==> src/rtl/res_port_arbiter_if.sv <==
// Request/response and RAM-side signal bundle for res_port_arbiter.
// slave is the arbiter's view; master is the view of the engines and RAM around it.
interface res_port_arbiter_if #(
    parameter int N_REQ = 3,
    parameter int AW    = 14,
    parameter int DW    = 8
);
    logic [N_REQ-1:0]    req;
    logic [N_REQ-1:0]    req_we;
    logic [N_REQ*AW-1:0] req_addr;
    logic [N_REQ*DW-1:0] req_wdata;
    logic [N_REQ-1:0]    gnt;
    logic [N_REQ-1:0]    rvalid;
    logic [DW-1:0]       rdata;
    logic                busy;
    logic                res_rd;
    logic                res_wr;
    logic [AW-1:0]       res_addr;
    logic [DW-1:0]       res_do;
    logic [DW-1:0]       res_di;

    modport slave (
        input  req, req_we, req_addr, req_wdata, res_di,
        output gnt, rvalid, rdata, busy, res_rd, res_wr, res_addr, res_do
    );

    modport master (
        output req, req_we, req_addr, req_wdata, res_di,
        input  gnt, rvalid, rdata, busy, res_rd, res_wr, res_addr, res_do
    );
endinterface

==> src/rtl/res_port_arbiter.sv <==
// Shares the single-port result RAM among the distance-transform engines.
// Define ARB_RR_EN for round-robin arbitration; otherwise lowest index wins.
module res_port_arbiter #(
    parameter int N_REQ  = 3,
    parameter int AW     = 14,
    parameter int DW     = 8,
    parameter int RD_LAT = 1
) (
    input  logic             clk,
    input  logic             reset,
    res_port_arbiter_if.slave bus
);
    localparam int IDW = (N_REQ > 2) ? $clog2(N_REQ) : 1;

    logic [IDW-1:0]   gnt_id;
    logic             gnt_any;
    logic [N_REQ-1:0] gnt;
    logic             sel_we;
    logic [AW-1:0]    sel_addr;
    logic [DW-1:0]    sel_wdata;

    logic             res_rd_q, res_wr_q;
    logic [AW-1:0]    res_addr_q;
    logic [DW-1:0]    res_do_q;
    logic [RD_LAT:0]  tag_vld_q;
    logic [IDW-1:0]   tag_id_q [RD_LAT+1];
    logic [N_REQ-1:0] rvalid_q, rvalid_d;
    logic [DW-1:0]    rdata_q;

`ifdef ARB_RR_EN
    logic [IDW-1:0] ptr_q, ptr_d;

    function automatic int rr_idx(input logic [IDW-1:0] base, input int k);
        int s;
        s = int'(base) + k;
        return (s >= N_REQ) ? s - N_REQ : s;
    endfunction

    // NOTE: every always_comb output gets a default first, so no path leaves it unassigned and infers a latch.
    always_comb begin
        gnt_id  = '0;
        gnt_any = 1'b0;
        for (int k = 0; k < N_REQ; k++) begin
            if (!gnt_any && bus.req[rr_idx(ptr_q, k)]) begin
                gnt_any = 1'b1;
                gnt_id  = IDW'(rr_idx(ptr_q, k));
            end
        end
    end

    always_comb begin
        ptr_d = ptr_q;
        if (gnt_any) ptr_d = (gnt_id == IDW'(N_REQ - 1)) ? '0 : gnt_id + 1'b1;
    end

    always_ff @(posedge clk or negedge reset) begin
        if (!reset) ptr_q <= '0;
        else        ptr_q <= ptr_d;
    end
`else
    // Scanning downwards lets the lowest requesting index overwrite the others.
    always_comb begin
        gnt_id  = '0;
        gnt_any = 1'b0;
        for (int i = N_REQ - 1; i >= 0; i--) begin
            if (bus.req[i]) begin
                gnt_any = 1'b1;
                gnt_id  = IDW'(i);
            end
        end
    end
`endif

    always_comb begin
        gnt = '0;
        if (gnt_any) gnt[gnt_id] = 1'b1;
    end

    assign sel_we    = bus.req_we[gnt_id];
    assign sel_addr  = bus.req_addr[gnt_id*AW +: AW];
    assign sel_wdata = bus.req_wdata[gnt_id*DW +: DW];

    // NOTE: registers take non-blocking assignments so every flop samples pre-edge values.
    always_ff @(posedge clk or negedge reset) begin
        if (!reset) begin
            res_rd_q   <= 1'b0;
            res_wr_q   <= 1'b0;
            res_addr_q <= '0;
            res_do_q   <= '0;
        end else begin
            res_rd_q <= gnt_any && !sel_we;
            res_wr_q <= gnt_any && sel_we;
            if (gnt_any)           res_addr_q <= sel_addr;
            if (gnt_any && sel_we) res_do_q   <= sel_wdata;
        end
    end

    // NOTE: the tag pipeline is reset entry by entry so a reset drops every read in flight.
    always_ff @(posedge clk or negedge reset) begin
        if (!reset) begin
            tag_vld_q <= '0;
            for (int s = 0; s <= RD_LAT; s++) tag_id_q[s] <= '0;
        end else begin
            tag_vld_q[0] <= gnt_any && !sel_we;
            tag_id_q[0]  <= gnt_id;
            for (int s = 1; s <= RD_LAT; s++) begin
                tag_vld_q[s] <= tag_vld_q[s-1];
                tag_id_q[s]  <= tag_id_q[s-1];
            end
        end
    end

    always_comb begin
        rvalid_d = '0;
        if (tag_vld_q[RD_LAT]) rvalid_d[tag_id_q[RD_LAT]] = 1'b1;
    end

    // The last tag stage lines up with the cycle res_di is valid.
    always_ff @(posedge clk or negedge reset) begin
        if (!reset) begin
            rvalid_q <= '0;
            rdata_q  <= '0;
        end else begin
            rvalid_q <= rvalid_d;
            if (tag_vld_q[RD_LAT]) rdata_q <= bus.res_di;
        end
    end

    assign bus.gnt      = gnt;
    assign bus.rvalid   = rvalid_q;
    assign bus.rdata    = rdata_q;
    assign bus.busy     = |tag_vld_q;
    assign bus.res_rd   = res_rd_q;
    assign bus.res_wr   = res_wr_q;
    assign bus.res_addr = res_addr_q;
    assign bus.res_do   = res_do_q;
endmodule

==> src/flat_wrapper.sv <==
// flat-port wrapper written by rule: the top's interface ports become plain ports
module res_port_arbiter_flat 
#(
    parameter int N_REQ  = 3,
    parameter int AW     = 14,
    parameter int DW     = 8,
    parameter int RD_LAT = 1
)
  (clk, reset, bus_req, bus_req_we, bus_req_addr, bus_req_wdata, bus_res_di, bus_gnt, bus_rvalid, bus_rdata, bus_busy, bus_res_rd, bus_res_wr, bus_res_addr, bus_res_do);
  res_port_arbiter_if #(.N_REQ(N_REQ), .AW(AW), .DW(DW)) bus_i ();
  input  logic clk;
  input  logic reset;
  input wire logic [$bits(bus_i.req)-1:0] bus_req;
  input wire logic [$bits(bus_i.req_we)-1:0] bus_req_we;
  input wire logic [$bits(bus_i.req_addr)-1:0] bus_req_addr;
  input wire logic [$bits(bus_i.req_wdata)-1:0] bus_req_wdata;
  input wire logic [$bits(bus_i.res_di)-1:0] bus_res_di;
  output wire logic [$bits(bus_i.gnt)-1:0] bus_gnt;
  output wire logic [$bits(bus_i.rvalid)-1:0] bus_rvalid;
  output wire logic [$bits(bus_i.rdata)-1:0] bus_rdata;
  output wire logic [$bits(bus_i.busy)-1:0] bus_busy;
  output wire logic [$bits(bus_i.res_rd)-1:0] bus_res_rd;
  output wire logic [$bits(bus_i.res_wr)-1:0] bus_res_wr;
  output wire logic [$bits(bus_i.res_addr)-1:0] bus_res_addr;
  output wire logic [$bits(bus_i.res_do)-1:0] bus_res_do;
  assign bus_i.req = bus_req;
  assign bus_i.req_we = bus_req_we;
  assign bus_i.req_addr = bus_req_addr;
  assign bus_i.req_wdata = bus_req_wdata;
  assign bus_i.res_di = bus_res_di;
  assign bus_gnt = bus_i.gnt;
  assign bus_rvalid = bus_i.rvalid;
  assign bus_rdata = bus_i.rdata;
  assign bus_busy = bus_i.busy;
  assign bus_res_rd = bus_i.res_rd;
  assign bus_res_wr = bus_i.res_wr;
  assign bus_res_addr = bus_i.res_addr;
  assign bus_res_do = bus_i.res_do;
  res_port_arbiter #(.N_REQ(N_REQ), .AW(AW), .DW(DW), .RD_LAT(RD_LAT)) u_core (.clk(clk), .reset(reset), .bus(bus_i));
endmodule
==> config.mk <==
export PLATFORM = sky130hd
export DESIGN_NAME = res_port_arbiter_flat
export DESIGN_NICKNAME = d
export VERILOG_FILES = /design/src/rtl/res_port_arbiter_if.sv /design/src/rtl/res_port_arbiter.sv /design/src/flat_wrapper.sv
export SDC_FILE = /design/constraint.sdc
export NUM_CORES = 1
export LEC_CHECK = 0
export ABC_AREA = 1
export CAP_MARGIN = 25
export CORE_MARGIN = 1
export CORE_UTILIZATION = 42
export CTS_CLUSTER_SIZE = 14
export DETAILED_ROUTE_END_ITERATION = 10
export GPL_TIMING_DRIVEN = 0
export HOLD_SLACK_MARGIN = 0.06
export PLACE_DENSITY = 0.9
export SLEW_MARGIN = 30
export SYNTH_ARGS = -nofsm -noshare
export SYNTH_HDL_FRONTEND = slang
export SYNTH_SLANG_ARGS = --single-unit
==> constraint.sdc <==
create_clock -name clk -period 2.2 [get_ports clk]
set_clock_uncertainty 0.2 [all_clocks]
set_input_delay 0.66 -clock clk [delete_from_list [all_inputs] [get_ports clk]]
set_output_delay 0.66 -clock clk [all_outputs]
set_load 0.05 [all_outputs]
* Word level (Yosys, flattened, before mapping) *
Cells that the tools add are included.

operators by class
  multipliers = 1
  magnitude comparators = 4
  shift operators = 2
  multiplexer cells = 14
  reductions and logical operators = 6

operators with widths
  kind                   number
  $shiftx A42 B7 Y14     1
  $shiftx A24 B6 Y8      1
  $lt A2 B3 Y1 const B   2
  $mux W1                6
  $mux W2                3
  $mux W3                2
  $mul A2 B3 Y5 const B  1
  $demux W1 S2           2
  $ge A2 B1 Y1 const B   2
  $logic_and A1 B1 Y1    4
  $bmux W1 S2            1
  $reduce_or A2 Y1       1
  $logic_not A1 Y1       1

storage, ports and cells
  bits in registers = 41
  input bits = 82
  output and inout bits = 39
  logic and storage cells = 36

* Logic depth before layout (Yosys ltp) *
Gate-level depths: netlist (run 1).

  word-level depth = 8
  depth in mapped cells = 8
  depth with buffers taken out = 7

* Worst setup path before layout (run 1) *
OpenSTA, ideal clock, no wires.

  path kind = input to output
  from = input port bus_req[0]
  to = output port bus_gnt[2]
  arrival time = 1.319 ns
  data required time = 1.340 ns
  setup slack = 0.021 ns
  stages on the path = 4
  buffers on the path = 1
  cells stage by stage = nor2_2 -> nand2_4 -> buf_12 -> inv_1

between the ends
  word-level cells in the longest chain between the ends = 6
  elaborated cells on any way between the ends = 8
  those cells by class = order compare (2); mux (5); reduce/logical (1)

ends and longest elaborated chain
  element                                                             RTL line                RTL
  start: declaration                                                  flat_wrapper.sv:13      input wire logic [$bits(bus_i.req)-1:0] bus_req;
  $mux W2                                                             res_port_arbiter.sv:66  if (bus.req[i]) begin
  $lt A2 B3 Y1 (not written as such) or $ge A2 B1 Y1 (tied branches)  res_port_arbiter.sv:76  if (gnt_any) gnt[gnt_id] = 1'b1;
  $logic_and A1 B1 Y1 (not written as such)                           res_port_arbiter.sv:76
  $mux W1 (not written as such)                                       res_port_arbiter.sv:76
  $demux W1 S2                                                        -
  $mux W3 (*)                                                         res_port_arbiter.sv:76
  end: declaration                                                    flat_wrapper.sv:18      output wire logic [$bits(bus_i.gnt)-1:0] bus_gnt;

Every way passes the cells marked *; elsewhere a longest branch is shown, timed or not.

* Worst setup path in the final report (run 1) *
  from = input port bus_req[0]
  to = output port bus_gnt[1]

The elaborated chain is that of the path after synthesis.

==> results of run 1 <==
final cells by class:
class / count / area (um2)
multi-input cells: 207 / 953.4
clock inverters: 3 / 18.77
inverters: 26 / 108.9
fillers: 405 / 1305
clock buffers: 5 / 68.82
plain buffers: 13 / 112.6
flip-flops and latches: 40 / 1002
well taps: 67 / 83.83
repair buffers: 124 / 1195
per-stage QoR:
stage	power [mW]	area [um2]	TNS, ns	setup WS [ns]
6_report	2.239	3543	0	0.03709
5_1_grt	2.347	3543	-0.002633	-0.002633
4_1_cts	2.254	3530	0	0.01906
3_5_place_dp	1.843	3478	-4.535	-1.226
3_3_place_gp	1.816	3456	-29.33	-1.199
2_1_floorplan	1.431	2181	0	0.02134
cell usage after synthesis:
library cell | instances | share of area (%)
nand2_1 | 125 | 22
nand3b_1 | 1 | 0.34
nor2_1 | 16 | 2.8
buf_2 | 2 | 0.46
nand3_4 | 2 | 1.6
o21ai_0 | 2 | 0.46
clkbuf_1 | 3 | 0.52
nand3_2 | 1 | 0.46
nor2_8 | 1 | 0.92
clkinv_1 | 1 | 0.17
buf_6 | 5 | 2.6
nand3_1 | 25 | 5.7
o21ai_1 | 9 | 2.1
nor3b_1 | 1 | 0.34
o21ai_2 | 3 | 1.2
dfrtp_1 | 40 | 46
buf_4 | 4 | 1.4
clkinv_2 | 1 | 0.23
a21oi_1 | 14 | 3.2
or2_2 | 1 | 0.29
nand2_4 | 4 | 2.1
nor2_2 | 1 | 0.29
inv_2 | 2 | 0.34
nor3_1 | 1 | 0.23
inv_1 | 20 | 3.4
inv_4 | 2 | 0.57
buf_12 | 1 | 0.92
report_power, final:
| part | leakage, nW | internal [mW] | switching (mW) |
|---|---|---|---|
| logic | 1.31 | 0.316 | 0.572 |
| registers | 0.489 | 0.828 | 0.0466 |
| clock network | 0.0479 | 0.221 | 0.255 |
| total | 1.85 | 1.36 | 0.874 |
sequential cells by signal, summed over array words and instances (netlist names):
signal               count
u_core.bus.res_wr        1
u_core.tag_id_q          4
u_core.bus.res_do        8
u_core.tag_vld_q         2
u_core.bus.rvalid        3
u_core.bus.res_addr     14
u_core.bus.rdata         8
logic make-up after synthesis:
group,Yosys count,synth area share [%]
and+or+nand+nor,179,36.55
buffers and inverters,41,10.61
DFF,40,45.90
AOI/OAI and AO/OA,28,6.942
metal layers:
metal  wire length, um  track usage (%)  vias up
met1              2312            24.70     1053
met3               319            4.607       11
met5                 0                0        -
met4               110            7.906        0
met2              3189            42.83       74
li1                  -                -     1152
how the worst min path moves through the flow:
stage | from | to | slack (ns) | cells after the start
after floorplan | u_core.tag_id_q[2] | u_core.tag_id_q[0] | 0.13 | 0
after global placement | u_core.tag_id_q[2] | u_core.tag_id_q[0] | 0.13 | 0
after detailed placement | u_core.tag_id_q[2] | u_core.tag_id_q[0] | 0.14 | 0
after CTS | reset | u_core.bus.rvalid[1] | 0.14 | 1
after global routing | u_core.tag_id_q[3] | u_core.tag_id_q[1] | 0.16 | 0
final | reset | u_core.bus.rvalid[1] | 0.13 | 1
cells in the final DEF, fill, tap and decap left out, types with 2 or more instances in the layout:
cell	netlist	routed
nand2_1	125	125
o21ai_1	9	9
buf_4	4	9
buf_2	2	5
buf_6	5	5
clkinv_2	1	3
inv_2	2	3
nor2_1	16	16
nand3_1	25	25
dlygate4sd2_1	0	35
dfrtp_1	40	39
o21ai_2	3	3
clkbuf_1	3	2
clkdlybuf4s50_1	0	77
nand2_4	4	4
inv_1	20	19
a21oi_1	14	14
o21ai_0	2	2
nand3_4	2	2
clkbuf_8	0	5
timing repair:
action | CTS | global route
setup endpoints to repair | 39 | 3
setup buffers | 3 | 1
pin swaps | 2 | 1
gates resized for setup | 71 | 2
==> impl_results.md, run 1 <==
- Status: completed
- Util after Layout: 73.08%
- Die H: 74.06 um
- Cells after synthesis: 288
- Clk root buf: clkbuf_8
- Post-DP HPWL: 4708 um
- Crit-path max FO: 16
- Sequential fraction of the synthesis area: 45.90%
- Worst reg2reg setup slack: 1.00 ns
- Dpl cells: 475
- Reg-to-reg startpoint: u_core.tag_vld_q[1]
- CTS buffer count: 5
- WL/cell: 12.23 um
- Worst setup path endpoint: bus_gnt[1]
- RePlAce Congestion: 0.8113
- Cell depth of the worst flop-to-flop path: 2
- Clock sinks: 40
- Via count of the first global-routing pass: 2,253
- CTS tree: yes
- DRC: 0
- Initial antenna violation count: 0
- Final worst-path cycle share: 98.31%
- WS Path Type: input port to output pin
- WL final: 5932 um
- Post-synthesis average cell area: 7.572 um2
- Core Rows: 25
- Nets: 499
- Crit. End Element: output pin
- Largest net degree at the start of global routing: 22
- CP top delay family: buffers and inverters
- Yosys warns: 0
- #FFs+latches synth: 40
- Mapped Area: 2181 um2
- Total GRT Usage: 22.56%
- Worst slew pin tran: 0.5223 ns
- Instance count on the critical path: 6
- Pre-Repair DR Iteration Count: 5
- First-pass GRT wire length: 9556 um
- Crit path cell chain: buf_2, inv_2, nand2_4, inv_8, buf_4, buf_6
- CTS Buffer Depth: 2
- Post-layout min period: 2.163 ns
- Slew headroom: 65.32%
- Syn nets: 370
- Slowest stage cell, crit path: buf_6
- Final hold vios: 0
- Hold_ws: 0.1314 ns
- Post-route insts no fill: 485
- Layout area overhead: 62.48%
- RSZ-0062 raised after global routing: yes
- Library cells used by synthesis: 27
- Clk_lat worst skew: 0.29 ns
- MaxCap Viol Count: 0
- Lkg Pwr: 1.849 nW
- HP Class: input port to async pin
- Share of cells above drive strength 1: 12.20%
- Bufs and invs on worst path: 5
- Critical path launch point type: input port
- IO buf count: 119
- Slew Limit Fails: 0
- Die footprint: 5485 um2
- WP data required: 1.34 ns
- Total number of vias: 2,290
- Clk slew on worst S/H paths: 0.08 ns
- Hold-fix buffers at CTS: 0
- Post-route ant nets: 0
- Crit Reg-Reg Endpoint: u_core.bus.rvalid[2]
- Final setup vio count: 0
- Critical path arrival: 1.30 ns
- PwrDens: 631.8 nW/um2
- Core Region: 4848 um2
- Die width: 74.06 um
- Htree depth: 2
- Fmax achieved: 462.3 MHz
- Antenna Cells: 0
- Vias per cell: 4.722
- Crit path from: bus_req[0]
- Total gr overflow: 0
- Max stage delay on crit path: 0.14 ns
- Starting density of the core: 44.98%
- Peak supply drop: 0.3109 mV
- Detailed Route Iter0 Violations: 82
- Total I/O pin count: 121
Power figures use the tool's default switching activity.
==> run 2, diff against run 1 <==
- CTS_BUF_LIST: unset -> sky130_fd_sc_hd__clkbuf_16
- RECOVER_POWER: unset -> 50
- SLEW_MARGIN: 30 -> 15
==> run 2 against run 1 <==
Maximum frequency down 0.42%; highest routed layer unchanged; critical path type unchanged; register-to-register slack worse by 0.12 ns; non-clock buffer count unchanged; worst setup slack worse by 0.0092 ns.
==> impl_results.md, run 2 (same netlist as run 1, synthesis figures left out) <==
- Sw Share: 36.62%
- Total GRT Usage: 23.15%
- Slew headroom: 64.32%
- IO buf count: 119
- Storage element area: 1002 um2
- Crit. End Element: output pin
- Final hold vios: 0
- Clock sinks: 40
- Cell depth of the worst flop-to-flop path: 2
- WL/cell: 12.44 um
- Layout area overhead: 63.68%
- Post-route ant nets: 0
- Post-DP HPWL: 4657 um
- Die width: 74.06 um
- Die H: 74.06 um
- Bufs and invs on worst path: 4
- Share of cells above drive strength 1: 11.24%
- Most common cell after layout, fill and taps aside: nand2_1
- Hold endpoint: u_core.tag_id_q[1]
- Seq pwr share: 35.9%
- Clk_lat worst skew: 0.27 ns
- Worst slew pin tran: 0.5351 ns
- Vias per cell: 4.703
- HP Class: register to register
- CP top delay family: buffers and inverters
- Reg-to-reg startpoint: u_core.tag_vld_q[1]
- Fmax achieved: 460.4 MHz
- Crit-path max FO: 10
- Slew Limit Fails: 0
- Core Rows: 25
- Status: completed
- Dpl cells: 475
- Via count of the first global-routing pass: 2,293
- Pre-Repair DR Iteration Count: 4
- Hold_sp: u_core.tag_id_q[3]
- RSZ-0062 raised after global routing: no
- Peak supply drop: 0.3953 mV
- Critical path arrival: 1.31 ns
- Total number of vias: 2,281
- MaxCap Viol Count: 0
- Fillers: 393
- CTS tree: yes
- Multi-input gate area: 953.4 um2
- First-pass GRT wire length: 9742 um
- Post-route insts no fill: 485
- Starting density of the core: 44.98%
- Core Region: 4848 um2
- Instance count on the critical path: 6
- CTS Buffer Depth: 2
- Htree depth: 2
- Total gr overflow: 0
- Clk slew on worst S/H paths: 0.06 ns
- Nets: 499
- Die footprint: 5485 um2
- Worst reg2reg setup slack: 0.88 ns
- Antenna Cells: 0
- Critical path launch point type: input port
- Max stage delay on crit path: 0.14 ns
- Hold Crit Depth: 0
- WP data required: 1.34 ns
- Clk root buf: clkbuf_16
- Crit path cell chain: buf_2, nor2_4, nand2_4, buf_12, inv_2, buf_8
- Final setup vio count: 0
- Largest net degree at the start of global routing: 32
- Total I/O pin count: 121
- CTS buffer count: 5
- Pwr Total: 2.453 mW
- Post-layout min period: 2.172 ns
- WS Path Type: input port to output pin
- Slowest stage cell, crit path: buf_12
- Combinational share of power: 35.9%
- RePlAce Congestion: 0.8113
- Final worst-path cycle share: 98.73%
- WL final: 6034 um
- Clock power frac: 28.3%
- DRC: 0
- Crit Reg-Reg Endpoint: u_core.bus.rvalid[2]
- Detailed Route Iter0 Violations: 100
- Hold_ws: 0.1483 ns
- P_sw: 0.8984 mW
- Lkg Pwr: 1.854 nW
- Internal power: 1.555 mW
- Initial antenna violation count: 0
- Max reg flops: 14
- PwrDens: 687.3 nW/um2
- Most frequent cells in the layout: nand2_1 (125), clkdlybuf4s50_1 (77), dfrtp_1 (39)
run 2: cell types whose count changed in the layout (fill, tap and decap cells not counted), sizes merged:
cell,delta
clkbuf,+4
dlygate4sd3,+1
buf,-5
run 2: layout make-up:
type | instances | area share, %
buffer | 13 | 2.839
clock buffer | 5 | 3.505
clock inverter | 3 | 0.5258
inverter | 26 | 3.049
multi-input combinational | 207 | 26.71
sequential | 40 | 28.08
tap | 67 | 2.348
timing repair buffer | 124 | 32.95
run 2: stage by stage:
stage / TNS (ns) / setup slack, ns / cell area [um2] / util [%]
2_1_floorplan: 0 / 0.02134 / 2181 / -
3_3_place_gp: -29.33 / -1.199 / 3456 / 71.28
3_5_place_dp: -4.688 / -1.232 / 3471 / 71.59
4_1_cts: 0 / 0.005637 / 3590 / 74.04
5_1_grt: 0 / 0.005495 / 3570 / 73.63
6_report: 0 / 0.02793 / 3570 / 73.63
run 2: routing by layer:
layer	vias up	track usage, %	part of all wire, %
met5	-	0	0
met4	0	9.188	1.6
met3	10	5.962	6.4
met2	86	43.13	54
met1	1038	24.83	38
li1	1147	-	-
run 2: how the worst max path moves through the flow:
stage / start / slack [ns] / endpoint
3_3_place_gp: bus_req[1] / -1.20 / bus_gnt[1]
5_1_grt: bus_req[0] / 0.005 / bus_gnt[2]
3_5_place_dp: bus_req[1] / -1.23 / bus_gnt[1]
2_1_floorplan: bus_req[0] / 0.02 / bus_gnt[2]
4_1_cts: u_core.tag_vld_q[1] / 0.006 / bus_busy
6_report: bus_req[0] / 0.03 / bus_gnt[2]
run 2: repair_timing:
item | 4_1_cts | 5_1_grt
setup buffers | 3 | 0
hold buffers | 1 | 0
endpoints found under the setup margin | 39 | 2
pin swaps | 2 | 1
gates resized for setup | 71 | 2
hold endpoints to repair | 9 | 0
run 2: power by group through the flow:
stage / clock [mW] / sequential, mW / combinational, mW
after floorplan: 0 / 1.20 / 0.229
after global placement: 0 / 0.886 / 0.929
after detailed placement: 0 / 0.890 / 0.953
after CTS: 0.701 / 0.879 / 0.891
after global routing: 0.727 / 0.889 / 0.942
final: 0.694 / 0.880 / 0.880
